File: src/rtl/imem_port_arbiter_pkg.sv
// Shared types for the IF/MEM single-port SRAM arbiter.
// Holds the FSM state encoding, the grant-source tag and the burst counter width helper.
package imem_port_arbiter_pkg;

   typedef enum logic [1:0] {
      ARB_IDLE   = 2'd0,
      ARB_GNT_IF = 2'd1,
      ARB_GNT_DM = 2'd2,
      ARB_DONE   = 2'd3
   } arb_state_e;

   typedef enum logic {
      SRC_IF = 1'b0,
      SRC_DM = 1'b1
   } arb_src_e;

   function automatic int cnt_width(input int max_burst);
      return $clog2(max_burst + 1);
   endfunction

endpackage

File: src/rtl/imem_port_arbiter_starve_counter.sv
// Saturating count of consecutive data grants taken while a fetch is waiting.
// Clear wins over increment; at_max forces the next contended grant to the fetch side.
module starve_counter
   import imem_port_arbiter_pkg::*;
#(
   parameter int MAX_DM_BURST = 4
) (
   input  logic clock,
   input  logic reset,
   input  logic inc,
   input  logic clr,
   output logic at_max
);

   localparam int CW = cnt_width(MAX_DM_BURST);

   logic [CW-1:0] cnt_q;

   assign at_max = (cnt_q == CW'(MAX_DM_BURST));

   always_ff @(posedge clock or negedge reset) begin
      if (!reset)
         cnt_q <= '0;
      else if (clr)
         cnt_q <= '0;
      else if (inc && !at_max)
         cnt_q <= cnt_q + CW'(1);
   end

endmodule

File: src/rtl/imem_port_arbiter.sv
// Arbitrates one single-port SRAM between IF fetches and MEM data accesses over a req/ack link.
// Data wins ties unless MAX_DM_BURST data grants already went by while a fetch waited.
module imem_port_arbiter
   import imem_port_arbiter_pkg::*;
#(
   parameter int ADDR_W       = 32,
   parameter int DATA_W       = 32,
   parameter int MAX_DM_BURST = 4
) (
   input  logic              clock,
   input  logic              reset,
   input  logic              ifReq,
   input  logic [ADDR_W-1:0] ifAddr,
   input  logic              flush,
   output logic [DATA_W-1:0] ifInstr,
   output logic              ifValid,
   output logic              freeze,
   input  logic              dmReq,
   input  logic              dmWE,
   input  logic [ADDR_W-1:0] dmAddr,
   input  logic [DATA_W-1:0] dmWData,
   output logic [DATA_W-1:0] dmRData,
   output logic              dmReady,
   output logic              dmStall,
   output logic              memReq,
   output logic              memWE,
   output logic [ADDR_W-1:0] memAddr,
   output logic [DATA_W-1:0] memWData,
   input  logic [DATA_W-1:0] memRData,
   input  logic              memAck
);

   arb_state_e        state_q;
   arb_src_e          src_q;
   logic              squash_q;
   logic [DATA_W-1:0] rdata_q;
   logic              memReq_q, memWE_q, ifValid_q, dmReady_q;
   logic [ADDR_W-1:0] memAddr_q;
   logic [DATA_W-1:0] memWData_q, ifInstr_q, dmRData_q;

   logic at_max, gnt_dm, gnt_if, cnt_inc, cnt_clr, arb_open;

   // The requester whose completion pulse is out still holds its request this cycle,
   // so no grant is issued until the pulse has been seen.
   always_comb begin
      arb_open = (state_q == ARB_IDLE) && !ifValid_q && !dmReady_q;
      gnt_dm   = arb_open && dmReq && (!ifReq || !at_max);
      gnt_if   = arb_open && !gnt_dm && ifReq && !flush;
      cnt_inc  = gnt_dm && ifReq;
      cnt_clr  = gnt_if || ((state_q == ARB_IDLE) && !ifReq);
   end

   starve_counter #(.MAX_DM_BURST(MAX_DM_BURST)) u_starve (
      .clock  (clock),
      .reset  (reset),
      .inc    (cnt_inc),
      .clr    (cnt_clr),
      .at_max (at_max)
   );

   always_ff @(posedge clock or negedge reset) begin
      if (!reset) begin
         state_q    <= ARB_IDLE;
         src_q      <= SRC_IF;
         squash_q   <= 1'b0;
         rdata_q    <= '0;
         memReq_q   <= 1'b0;
         memWE_q    <= 1'b0;
         memAddr_q  <= '0;
         memWData_q <= '0;
         ifInstr_q  <= '0;
         ifValid_q  <= 1'b0;
         dmRData_q  <= '0;
         dmReady_q  <= 1'b0;
      end else begin
         ifValid_q <= 1'b0;
         dmReady_q <= 1'b0;
         case (state_q)
            ARB_IDLE: begin
               if (gnt_dm) begin
                  memReq_q   <= 1'b1;
                  memWE_q    <= dmWE;
                  memAddr_q  <= dmAddr;
                  memWData_q <= dmWData;
                  src_q      <= SRC_DM;
                  squash_q   <= 1'b0;
                  state_q    <= ARB_GNT_DM;
               end else if (gnt_if) begin
                  memReq_q   <= 1'b1;
                  memWE_q    <= 1'b0;
                  memAddr_q  <= ifAddr;
                  memWData_q <= '0;
                  src_q      <= SRC_IF;
                  squash_q   <= 1'b0;
                  state_q    <= ARB_GNT_IF;
               end
            end
            ARB_GNT_IF, ARB_GNT_DM: begin
               if (state_q == ARB_GNT_IF && flush)
                  squash_q <= 1'b1;
               if (memAck) begin
                  rdata_q  <= memRData;
                  memReq_q <= 1'b0;
                  state_q  <= ARB_DONE;
               end
            end
            ARB_DONE: begin
               state_q <= ARB_IDLE;
               memWE_q <= 1'b0;
               if (src_q == SRC_DM) begin
                  dmReady_q <= 1'b1;
                  if (!memWE_q)
                     dmRData_q <= rdata_q;
               end else if (!squash_q && !flush) begin
                  ifValid_q <= 1'b1;
                  ifInstr_q <= rdata_q;
               end
            end
            default: state_q <= ARB_IDLE;
         endcase
      end
   end

   assign memReq   = memReq_q;
   assign memWE    = memWE_q;
   assign memAddr  = memAddr_q;
   assign memWData = memWData_q;
   assign ifInstr  = ifInstr_q;
   assign ifValid  = ifValid_q;
   assign dmRData  = dmRData_q;
   assign dmReady  = dmReady_q;
   assign freeze   = ifReq & ~ifValid_q;
   assign dmStall  = dmReq & ~dmReady_q;

endmodule

File: config.mk
export PLATFORM = sky130hd
export DESIGN_NAME = imem_port_arbiter
export DESIGN_NICKNAME = d
export VERILOG_FILES = /design/src/rtl/imem_port_arbiter_pkg.sv /design/src/rtl/imem_port_arbiter_starve_counter.sv /design/src/rtl/imem_port_arbiter.sv
export SDC_FILE = /design/constraint.sdc
export NUM_CORES = 1
export LEC_CHECK = 0
export CAP_MARGIN = 20
export CORE_MARGIN = 2
export CORE_UTILIZATION = 47
export CTS_CLUSTER_SIZE = 10
export DETAILED_ROUTE_END_ITERATION = 7
export PLACE_DENSITY = 0.95
export SYNTH_ARGS = -nofsm -noshare
export SYNTH_HDL_FRONTEND = slang
export SYNTH_SLANG_ARGS = --single-unit
File: constraint.sdc
create_clock -name clock -period 4 [get_ports clock]
set_input_delay 0.8 -clock clock [delete_from_list [all_inputs] [get_ports clock]]
set_output_delay 0.8 -clock clock [all_outputs]
set_load 0.05 [all_outputs]
== Word level (Yosys, flattened, before mapping) ==
Cells that the tools add are included.
Storage, ports and cells
  register bits after elaboration: 171
  latch bits: 0
  RAM bits: 0
  bits in read-only memories: 0
  bits of input ports: 135
  logic and storage cells: 88
  memories: 0
Cells by class
  $add $sub $neg: 1
  multiply operators: 0
  divide/modulo/power cells: 0
  magnitude comparators: 0
  equality and inequality tests: 7
  shift-type cells: 0
  multiplexer cells: 26
  bitwise operators: 6
  reduce and logical (&&, ||, !) cells: 35
Operators with widths (count)
  $mux W32: 4
  $mux W1: 13
  $logic_and A1 B1 Y1: 12
  $reduce_and A3 Y1: 4
  $reduce_and A2 Y1: 4
  $reduce_bool A2 Y1: 4
  $logic_not A1 Y1: 7
  $mux W2: 3
  $mux W3: 2
  $pmux W1 S2: 3
  $pmux W2 S3: 1
  $eq A2 B2 Y1 const B: 2
  $ne A2 B2 Y1 const B: 2
  $not A1 Y1: 4
  $add A3 B1 Y3 const B: 1
  $eq A3 B3 Y1 const B: 1
  $ne A3 B3 Y1 const B: 1
  $and A1 B1 Y1: 2
  $eq A2 B1 Y1 const B: 1
  $logic_not A2 Y1: 1
  $logic_or A1 B1 Y1: 2
  $reduce_or A2 Y1: 1

== Depth between registers and ports, before layout ==
  word-level depth: 12
  mapped depth: 10
  gate-level depth less buffers: 6

== Modules after synthesis ==
Synthesis repeated with hierarchy kept, for this count alone.
Unflattened totals
  cells, all modules: 488
  area total of the unflattened synthesis: 6836.6 um^2
Modules (own cells, without submodules)
  imem_port_arbiter: instances 1, cells each 470, area each 6638.9 um^2, seq. area each 4204.0 um^2
  starve_counter: instances 1, cells each 18, area each 197.7 um^2, seq. area each 75.1 um^2

== Least setup slack after synthesis ==
OpenSTA, ideal clock, no wires.
  path kind: input port to output port
  start point: input port dmReq
  end point: output port dmStall
  arrival time: 1.507 ns
  required time: 3.200 ns
  slack: 1.693 ns
  cell stages on the path: 1
  path buffers: 0
  cell sequence: nor2b_1
On the way
  word-level cells in the longest chain between the ends: 1
Ends and longest elaborated chain
  start, declared: line imem_port_arbiter.sv:18  | input logic dmReq,
  $and A1 B1 Y1: line imem_port_arbiter.sv:133  | assign dmStall = dmReq & ~dmReady_q;
  end, declared: line imem_port_arbiter.sv:24  | output logic dmStall,
No other way between the ends.

== Worst setup path after layout ==
  start point: input port ifReq
  end point: output port freeze
On the way
  word-level cells in the longest chain between the ends: 1
Ends and longest elaborated chain
  start, declared: line imem_port_arbiter.sv:12  | input logic ifReq,
  $and A1 B1 Y1: line imem_port_arbiter.sv:132  | assign freeze = ifReq & ~ifValid_q;
  end, declared: line imem_port_arbiter.sv:17  | output logic freeze,
No other way between the ends.

==> results.toml <==
[outcome]
status = "finished, final reports clean"

[clocking]
cts_inserted_buffers = 17
cts_setup_buffers = 0
clk_latency_ps = 420
holdBufCountCts = 0
cts_root_buffer = "clkbuf_16"
clock_path_buffers = 2
cts_sinks = 171
clkTransAtPathRegs_ps = 60
cts_resized = 0
cts_tree = "done"
htreeDepth = 4

[power]
vdd_drop_max_uv = 691
power.density_nw_per_um2 = 987
total_leakage_power_nw = 4.60

[route]
wirelength_um = 18100
vias = 4965
detail_route.iter0.violations = 242
via_per_inst = 5.24
avgRoutedWirePerCell_um = 19.1
drc = 0
ant_nets = 0
drtPass1Iterations = 4

[timing]
fin_crit_sh_pct = 78.9
setup_viol = 0
slew_violations = 0
worst_clock_skew_ps = 9.79
max_freq_ghz = 0.317
tns_ps = 0
hold_viol = 0
period_minus_slack_ps = 3160
worst_pin_slew_ps = 847
rsz0062_at_grt = "false"
max_slew_margin_pct = 43.6

[final_layout]
area_growth_pct = 49.6
seqCellArea_um2 = 4280
fin_nets = 891
drive_gt1_share_pct = 18.2
diodes = 0
n_fill_cell = 889
multiInputGateArea_um2 = 2380
fin_util_pct = 71.2

[synth]
synth_mux_area_share_pct = 20.9
synthXorXnorAreaFrac_pct = 0.256
synth_nets = 626
synth_seq_area_share_pct = 62.6
synth-simple-area-share_pct = 4.34
synth_compound_area_share_pct = 8.12
synth_top_family_by_area = "multiplexers"
syn_area_per_cell_um2 = 14.1
ys_ff_latch = 171
synth_warnings = 0
synthAdderAreaFrac_pct = 1.10
synthCells = 485
synth_ff_type = "dfrtp_1"
synth_edf_count = 0
async_flop_share_pct = 100
ys_types = 37
syn-cell-area_um2 = 6840

[worst_setup_path]
worstPathArrival_ps = 2360
crit_path_end_kind = "output pin"
cp_max_fo = 6
start_kind = "input port"
critPathKind = "input port to output pin"
critPathRequiredTime_ps = 3200

[grt]
antenna_found_initial = 0
grt_use_total_pct = 23.7
grt_pass1_wl_um = 28800
grt_pass1_vias = 5443
grt_max_degree = 81
grt-ovfl-total = 0

[floorplan]
num_io_pins = 269
die_y_um = 125
core-area_um2 = 14400
core.rowCount = 44
start_util_pct = 47.6
die_area_um2 = 15500
die_x_um = 125

[place]
gp_congestion = 0.838
io_buffers = 268
hpwlAfterDp_um = 12600

[hold_path]
hp-class = "input port to async pin"

[run]
max_cap_viol_count = 0
## stage by stage
| step | hold WS, ps | instance area [um^2] | total power [mW] | instances | setup slack [ps] |
|---|---|---|---|---|---|
| global placement | 462 | 9670 | 8.33 | 915 | 898 |
| global route | 447 | 10200 | 10.6 | 947 | 812 |
| finish | 408 | 10200 | 10.1 | 947 | 845 |
| CTS | 423 | 10200 | 10.2 | 947 | 856 |
| floorplan | 469 | 6840 | 6.67 | 485 | 1690 |
| detailed placement | 472 | 9670 | 8.55 | 915 | 773 |
## power by group
| part | total (mW) | internal, mW | switching [mW] | leakage [nW] |
|---|---|---|---|---|
| Clock | 1.53 | 0.852 | 0.680 | 0.260 |
| Combinational | 5.46 | 2.05 | 3.41 | 2.24 |
| Sequential | 3.10 | 2.57 | 0.533 | 2.10 |
| Total | 10.1 | 5.47 | 4.62 | 4.60 |
## registers in the layout, summed over array words and instances (netlist names)
signal          cells
dmRData            32
dmReady             1
ifInstr            32
ifValid             1
memAddr            32
memReq              1
memWData           32
memWE               1
rdata_q            32
squash_q            1
src_q               1
state_q             2
u_starve.cnt_q      3
## critical path, stage by stage
cell and delay [ps]:
clkdlybuf4s50_1 570, nor2b_1 170, clkdlybuf4s50_1 810
## cells by family (layout without fill, tap and decap cells)
logic type,after synthesis,count (layout)
AOI/OAI and AO/OA,79,79
xor gates and xnor gates,2,2
adders and majority gates,6,6
buffers and inverters,36,314
DFF,171,171
muxes,131,131
and+or+nand+nor,60,60
## cell type report
cell class | count | area share [%]
multi-input cells | 278 | 23.3
well taps | 184 | 2.25
clock buffers | 21 | 4.60
inverters | 6 | 0.220
clock inverters | 11 | 0.832
flip-flops and latches | 171 | 41.8
repair buffers | 276 | 26.9
## placed cells by master, fill, tap and decap left out, types with 2 or more instances in the layout
cell type	count
a211oi_1	2
a21o_1	2
a21oi_1	4
a22o_1	32
and2_1	2
buf_4	7
clkbuf_16	17
clkbuf_8	3
clkdlybuf4s50_1	267
clkinv_2	2
clkinvlp_4	5
dfrtp_1	171
ha_1	6
inv_1	6
inv_6	3
mux2_2	95
mux2i_1	35
nand2_1	38
nand3_1	2
nor2_1	7
nor2b_1	2
o21ai_0	24
o21ai_1	9
## synthesized netlist by cell type, types with 3 or more instances
master / count / area share, %
a21oi_1: 4 / 0.29
a22o_1: 32 / 4.1
buf_1: 3 / 0.16
buf_2: 14 / 1.0
buf_4: 8 / 0.88
clkbuf_1: 5 / 0.27
dfrtp_1: 171 / 63
ha_1: 6 / 1.1
inv_1: 6 / 0.33
mux2_2: 95 / 16
mux2i_1: 35 / 5.1
nand2_1: 38 / 2.1
nor2_1: 7 / 0.38
o21ai_0: 24 / 1.8
o21ai_1: 9 / 0.66
## metal layers
metal  global-route usage [%]  wire (um)  vias to the layer above
met1                     26.4       6760                     2444
met4                     8.33        335                        0
li1                         -          -                     2259
met5                        0          0                        -
met3                     10.3       1810                       26
met2                     40.4       9210                      236
## path summary, 6_finish.rpt
| check | startpoint | endpoint | slack (ps) | depth (start not counted) |
|---|---|---|---|---|
| worst max-delay path | ifReq | freeze | 840 | 3 |
| worst min-delay path | reset | rdata_q[5]$_DFFE_PN0P_ | 410 | 1 |
| worst max register to register | state_q[0]$_DFFE_PN0P_ | memAddr[8]$_DFFE_PN0P_ | 1290 | 6 |
| worst min register to register | memAddr[4]$_DFFE_PN0P_ | memAddr[4]$_DFFE_PN0P_ | 480 | 2 |
| max in group asynchronous | reset | memAddr[5]$_DFFE_PN0P_ | 2770 | 2 |
| min in group clock | memAddr[4]$_DFFE_PN0P_ | memAddr[4]$_DFFE_PN0P_ | 480 | 2 |
No activity file was read; power rests on OpenSTA's default activity.
